`src/rtl/mem_dump_seq.sv`:
```
`default_nettype none
// ============================================================================
//  Module      : mem_dump_seq
//  Description : Walks an inclusive address range of a memory, reads each
//                word, loads it into a serial shifter and waits for the
//                shifter to finish before moving to the next address.
//  Revision    : 1.0 - initial release
// ============================================================================
module mem_dump_seq #(
  parameter int          MEM_LAT    = 1,
  parameter logic [15:0] TX_TIMEOUT = 16'hFFFF
) (
  input  logic       CLK,
  input  logic       RESET,
  input  logic       START,
  input  logic       ABORT,
  input  logic [7:0] START_ADDR,
  input  logic [7:0] END_ADDR,
  input  logic       TX_DONE,
  output logic [7:0] MEM_ADDR,
  output logic       MEM_VALID,
  output logic       MEM_RW,
  output logic       PARALLEL_LOAD,
  output logic       START_TX,
  output logic       BUSY,
  output logic       DONE,
  output logic       ERR,
  output logic [8:0] WORD_COUNT
);

  localparam logic [2:0] c_st_idle   = 3'd0;
  localparam logic [2:0] c_st_read   = 3'd1;
  localparam logic [2:0] c_st_wait   = 3'd2;
  localparam logic [2:0] c_st_load   = 3'd3;
  localparam logic [2:0] c_st_send   = 3'd4;
  localparam logic [2:0] c_st_next   = 3'd5;
  localparam logic [2:0] c_st_finish = 3'd6;

  // Counters run down/up to these terminal values.
  localparam logic [3:0]  c_wait_last = 4'(MEM_LAT - 1);
  localparam logic [15:0] c_tx_last   = TX_TIMEOUT - 16'd1;

  logic [2:0]  r_state;
  logic [2:0]  w_next_state;
  logic [7:0]  r_cur_addr;
  logic [7:0]  r_end_addr;
  logic [7:0]  w_next_addr;
  logic [3:0]  r_wait_cnt;
  logic [15:0] r_tx_cnt;
  logic        w_abort;
  logic        w_tx_timeout;
  logic        w_start;

  logic [7:0]  r_mem_addr;
  logic        r_mem_valid;
  logic        r_pload;
  logic        r_start_tx;
  logic        r_busy;
  logic        r_done;
  logic        r_err;
  logic [8:0]  r_word_count;

  // ABORT only matters while a dump is actually running.
  assign w_abort      = ABORT && (r_state != c_st_idle) && (r_state != c_st_finish);
  assign w_start      = START && (r_state == c_st_idle);
  assign w_tx_timeout = (r_state == c_st_send) && !TX_DONE && !w_abort &&
                        (r_tx_cnt == c_tx_last);

  // Next-state and next-address selection; ABORT overrides everything.
  always_comb begin
    w_next_state = r_state;
    w_next_addr  = r_cur_addr;
    case (r_state)
      c_st_idle: begin
        if (START) begin
          w_next_addr  = START_ADDR;
          w_next_state = (START_ADDR <= END_ADDR) ? c_st_read : c_st_finish;
        end
      end
      c_st_read: w_next_state = c_st_wait;
      c_st_wait: begin
        if (r_wait_cnt == 4'd0) w_next_state = c_st_load;
      end
      c_st_load: w_next_state = c_st_send;
      c_st_send: begin
        if (TX_DONE)                     w_next_state = c_st_next;
        else if (r_tx_cnt == c_tx_last)  w_next_state = c_st_finish;
      end
      c_st_next: begin
        // Compare before incrementing so a range ending at 255 never wraps.
        if (r_cur_addr == r_end_addr) begin
          w_next_state = c_st_finish;
        end else begin
          w_next_addr  = r_cur_addr + 8'd1;
          w_next_state = c_st_read;
        end
      end
      c_st_finish: w_next_state = c_st_idle;
      default:     w_next_state = c_st_idle;
    endcase
    if (w_abort) w_next_state = c_st_finish;
  end

  // State, address and per-state cycle counters.
  always_ff @(posedge CLK or posedge RESET) begin
    if (RESET) begin
      r_state    <= c_st_idle;
      r_cur_addr <= 8'd0;
      r_end_addr <= 8'd0;
      r_wait_cnt <= 4'd0;
      r_tx_cnt   <= 16'd0;
    end else begin
      r_state    <= w_next_state;
      r_cur_addr <= w_next_addr;
      if (w_start) r_end_addr <= END_ADDR;
      // Counters idle at their start value and only move inside their state.
      if (r_state != c_st_wait) r_wait_cnt <= c_wait_last;
      else                      r_wait_cnt <= r_wait_cnt - 4'd1;
      if (r_state != c_st_send) r_tx_cnt <= 16'd0;
      else                      r_tx_cnt <= r_tx_cnt + 16'd1;
    end
  end

  // Registered strobes decoded from the state being entered.
  always_ff @(posedge CLK or posedge RESET) begin
    if (RESET) begin
      r_mem_addr  <= 8'd0;
      r_mem_valid <= 1'b0;
      r_pload     <= 1'b0;
      r_start_tx  <= 1'b0;
      r_busy      <= 1'b0;
      r_done      <= 1'b0;
    end else begin
      if (w_next_state == c_st_read) r_mem_addr <= w_next_addr;
      r_mem_valid <= (w_next_state == c_st_read);
      r_pload     <= (w_next_state == c_st_load);
      r_start_tx  <= (w_next_state == c_st_send);
      r_busy      <= (w_next_state != c_st_idle) && (w_next_state != c_st_finish);
      r_done      <= (w_next_state == c_st_finish);
    end
  end

  // Error flag and completed-word counter for the current/last dump.
  always_ff @(posedge CLK or posedge RESET) begin
    if (RESET) begin
      r_err        <= 1'b0;
      r_word_count <= 9'd0;
    end else begin
      if (w_start) begin
        r_err        <= (START_ADDR > END_ADDR);
        r_word_count <= 9'd0;
      end else begin
        if (w_tx_timeout) r_err <= 1'b1;
        if ((r_state == c_st_next) && !w_abort) r_word_count <= r_word_count + 9'd1;
      end
    end
  end

  assign MEM_ADDR      = r_mem_addr;
  assign MEM_VALID     = r_mem_valid;
  assign MEM_RW        = 1'b0;
  assign PARALLEL_LOAD = r_pload;
  assign START_TX      = r_start_tx;
  assign BUSY          = r_busy;
  assign DONE          = r_done;
  assign ERR           = r_err;
  assign WORD_COUNT    = r_word_count;

endmodule
`default_nettype wire

```
`config.mk`:
```
export PLATFORM = sky130hd
export DESIGN_NAME = mem_dump_seq
export DESIGN_NICKNAME = d
export VERILOG_FILES = /design/src/rtl/mem_dump_seq.sv
export SDC_FILE = /design/constraint.sdc
export NUM_CORES = 1
export LEC_CHECK = 0
export CORE_UTILIZATION = 40
export CTS_CLUSTER_SIZE = 14
export DETAILED_ROUTE_END_ITERATION = 10
export DONT_BUFFER_PORTS = 1
export PLACE_DENSITY = 0.51
export SYNTH_ARGS = -nofsm -noshare
export SYNTH_HDL_FRONTEND = slang
export SYNTH_SLANG_ARGS = --single-unit
export TNS_END_PERCENT = 30
```
`constraint.sdc`:
```
create_clock -name CLK -period 2.71 [get_ports CLK]
set_clock_uncertainty 0.1 [all_clocks]
set_input_delay 0.542 -clock CLK [delete_from_list [all_inputs] [get_ports CLK]]
set_output_delay 0.542 -clock CLK [all_outputs]
set_load 0.03 [all_outputs]
```
==> results of run 1 <==
==> power by group <==
group	switching [W]	leakage [nW]	internal, W
Sequential	0.000552	0.805	0.00121
Clock	0.000392	0.134	0.000709
Combinational	0.000666	0.747	0.000691
Total	0.00161	1.69	0.00261
==> area by class of cell <==
class / count / area [um^2]
clock buffers: 9 / 124
clock inverters: 7 / 146
fillers: 762 / 4040
inverters: 18 / 67.6
multi-input cells: 227 / 1660
flip-flops and latches: 62 / 1550
well taps: 102 / 128
repair buffers: 15 / 125
==> worst register-to-register path, stage by stage, from the launching register on <==
cell and delay, ns:
dfrtp_1 0.54, nor2_8 0.19, nand3_2 0.18, o311a_1 0.41
or4b_1 0.51, buf_4 0.21, mux2_4 0.31
==> metrics by stage <==
| step | util | power, W | worst slack, ns | area (um^2) |
|---|---|---|---|---|
| 2_1_floorplan | - | 0.00280 | 0.000518 | 3360 |
| 3_3_place_gp | 0.451 | 0.00312 | -0.0620 | 3540 |
| 3_5_place_dp | 0.451 | 0.00313 | -0.114 | 3540 |
| 4_1_cts | 0.485 | 0.00426 | 0.138 | 3810 |
| 5_1_grt | 0.485 | 0.00450 | 0.0373 | 3810 |
| 6_report | 0.485 | 0.00422 | 0.158 | 3810 |
==> per-layer routing <==
metal / wire [um] / GRT usage
met3: 399 / 0.0583
met2: 2880 / 0.249
met5: 0 / 0
met4: 82 / 0.0641
met1: 3590 / 0.265
==> cells by family after synthesis <==
| logic type | after synthesis |
|---|---|
| AO/OA/AOI/OAI | 45 |
| buffers and inverters | 29 |
| multiplexers | 16 |
| AND/OR/NAND/NOR | 118 |
| XOR/XNOR | 33 |
| adder cells (fa/ha/maj) | 14 |
| flip-flops | 62 |
| other | 1 |
==> placed cells by master, fill, tap and decap left out, types with 3 or more instances in the layout <==
| master | instances |
|---|---|
| dfrtp_1 | 62 |
| nor2_1 | 39 |
| nand2_1 | 23 |
| xor2_1 | 19 |
| inv_1 | 14 |
| xnor2_1 | 14 |
| buf_4 | 14 |
| nand3_1 | 13 |
| o21ai_0 | 11 |
| a21oi_1 | 10 |
| nand4_1 | 10 |
| ha_1 | 10 |
| clkbuf_8 | 9 |
| mux2_4 | 8 |
| mux2_2 | 8 |
| o211ai_1 | 5 |
| nor3_1 | 5 |
| and3_1 | 4 |
| inv_2 | 4 |
| or4_1 | 4 |
| a22oi_1 | 4 |
| ha_4 | 4 |
| bufinv_16 | 4 |
| or3_1 | 3 |
| o21ai_1 | 3 |
| clkinv_4 | 3 |
==> registers in the layout, summed over array words and instances, names as in the netlist <==
name           count
BUSY               1
DONE               1
ERR                1
MEM_ADDR           8
MEM_VALID          1
PARALLEL_LOAD      1
START_TX           1
WORD_COUNT         9
r_cur_addr         8
r_end_addr         8
r_state            3
r_tx_cnt          16
r_wait_cnt         4
==> worst max-delay path by stage <==
stage | startpoint | slack (ns) | end
after floorplan | END_ADDR[2] | 0.0005 | MEM_ADDR[0]
after global placement | END_ADDR[2] | -0.06 | MEM_ADDR[7]
after detailed placement | END_ADDR[2] | -0.11 | MEM_ADDR[1]
after CTS | r_state[1] | 0.14 | MEM_ADDR[1]
after global routing | r_state[1] | 0.04 | MEM_ADDR[1]
final | r_state[1] | 0.16 | MEM_ADDR[1]
==> impl_results.md, run 1 <==
- Total GRT Usage: 0.182
- Post-CTS Setup Inserts: 0
- Share of cells above drive strength 1: 0.186
- Mapped Area: 3310 um^2
- Min Tclk post-route: 2.55 ns
- Clock root buffer: clkbuf_8
- Worst stage delay on the critical path: 0.54 ns
- Status: finished clean
- Hold slack: 0.0627 ns
- Final Slew Violations: 0
- Warnings, synthesis: 0
- Clk sink count: 62
- Total gr overflow: 0
- Synth top area cells: dfrtp_1 47%, ha_1 5.3%, xor2_1 5.0%, nor2_1 4.4%, xnor2_1 3.7%
- Starting DRT DRC Count: 123
- Leak pwr: 1.69 nW
- Peak VDD IR: 0.000667 V
- Synth Area in Compound Gates: 0.0866
- Die Y: 92.9 um
- Vias in the first global route: 2368
- Critical path launch point type: flip-flop
- Period utilisation layout: 0.942
- Drt drc: 0
- Hold buffers post-CTS: 0
- Setup CP Type: flip-flop to flip-flop
- Nets: 368
- Placed Instances: 424
- Ports: 45
- Post-cts repair resize count: 0
- Power density cells: 1110 nW/um^2
- First-pass GRT wire length: 12000 um
- Element type at the critical path end: flip-flop
- Synth Register Bits: 62
- Critical R2R Capture: MEM_ADDR[1]
- Most common cell in the netlist: dfrtp_1
- Worst endpoint required time: 2.84 ns
- Syn_nets: 353
- Netlist cell types: 53
- Starting Density: 0.421
- Syn_area_per_cell: 10.4 um^2
- Combinational family with the most area after synthesis: simple AND/OR/NAND/NOR gates
- Final setup viols: 0
- Area delta synth->final: 15.1%
- Yosys top cell area share: 0.469
- Ys flop type: dfrtp_1
- Dpl hpwl: 5030 um
- Synth Area in Adders: 0.0530
- Reg2reg start: r_state[1]
- Worst-Margin Slew: 0.659 ns
- GPL Wtd Cong: 0.764
- Gate Count Post-Synth: 318
- FF-to-FF path depth: 6
- ANT nets after route: 0
- Synth top cells by count: 62 x dfrtp_1, 39 x nor2_1, 23 x nand2_1
- Worst min-delay path class: primary input to async pin
- Non-filler cells, final: 440
- Final Hold Violating Endpoints: 0
- Avg WL per Cell: 15.8 um
- XOR/XNOR Fraction of Synth Area: 0.0874
- CTS tree: yes
- Final WL: 6950 um
- Vias per cell: 5.30
- Core area: 7850 um^2
- Number of max-cap violations: 0
- Post-synthesis mux area share: 0.0636
- CP Max Fanout: 9
- Area leader, netlist: dfrtp_1
- Crit path DAT: 2.68 ns
- Setup TNS: 0 ns
- Post-synth EDFFs: 0
- Die W: 92.9 um
- First drt pass iteration count: 4
- CTS Buffer Depth: 2
- # rows: 32
- H-tree levels: 3
- R2r setup slk: 0.16 ns
- ANT cells: 0
- Via count: 2332
- Clock transition at path regs: 0.08 ns
- Post-Synth Simple-Gate Area: 0.196
- Largest net degree at the start of global routing: 34
- Max-slew headroom: 0.560
- Clk_lat worst skew: 0.35 ns
- Die area: 8640 um^2
- Slowest stage cell, crit path: dfrtp_1
- Initial antenna violation count: 0
- CP Depth: 6
- CP Buf/Inv Count: 1
- Total CTS buffers: 9
- Seq/Total Area, Yosys: 0.469
- Cell breakdown of the critical path: nor2_8 -> nand3_2 -> o311a_1 -> or4b_1 -> buf_4 -> mux2_4
- Unrepaired setup endpoints after global routing: false
- Ys async rst share: 1.00
- Max Fclk: 392 MHz
- Top delay family on crit path: simple AND/OR/NAND/NOR gates
- Port bufs: 0
No activity file was read; power rests on OpenSTA's default activity.
==> run 2: changes to the inputs <==
TNS_END_PERCENT = unset   (was 30)
==> results of run 2 <==
Final layout, timing and power as in run 1 (identical DEF).
==> run 3: changes to the inputs <==
SKIP_CTS_REPAIR_TIMING = 1   (was unset)
SKIP_LAST_GASP = 1   (was unset)
==> results of run 3 <==
Final layout, timing and power as in run 1 (identical DEF).
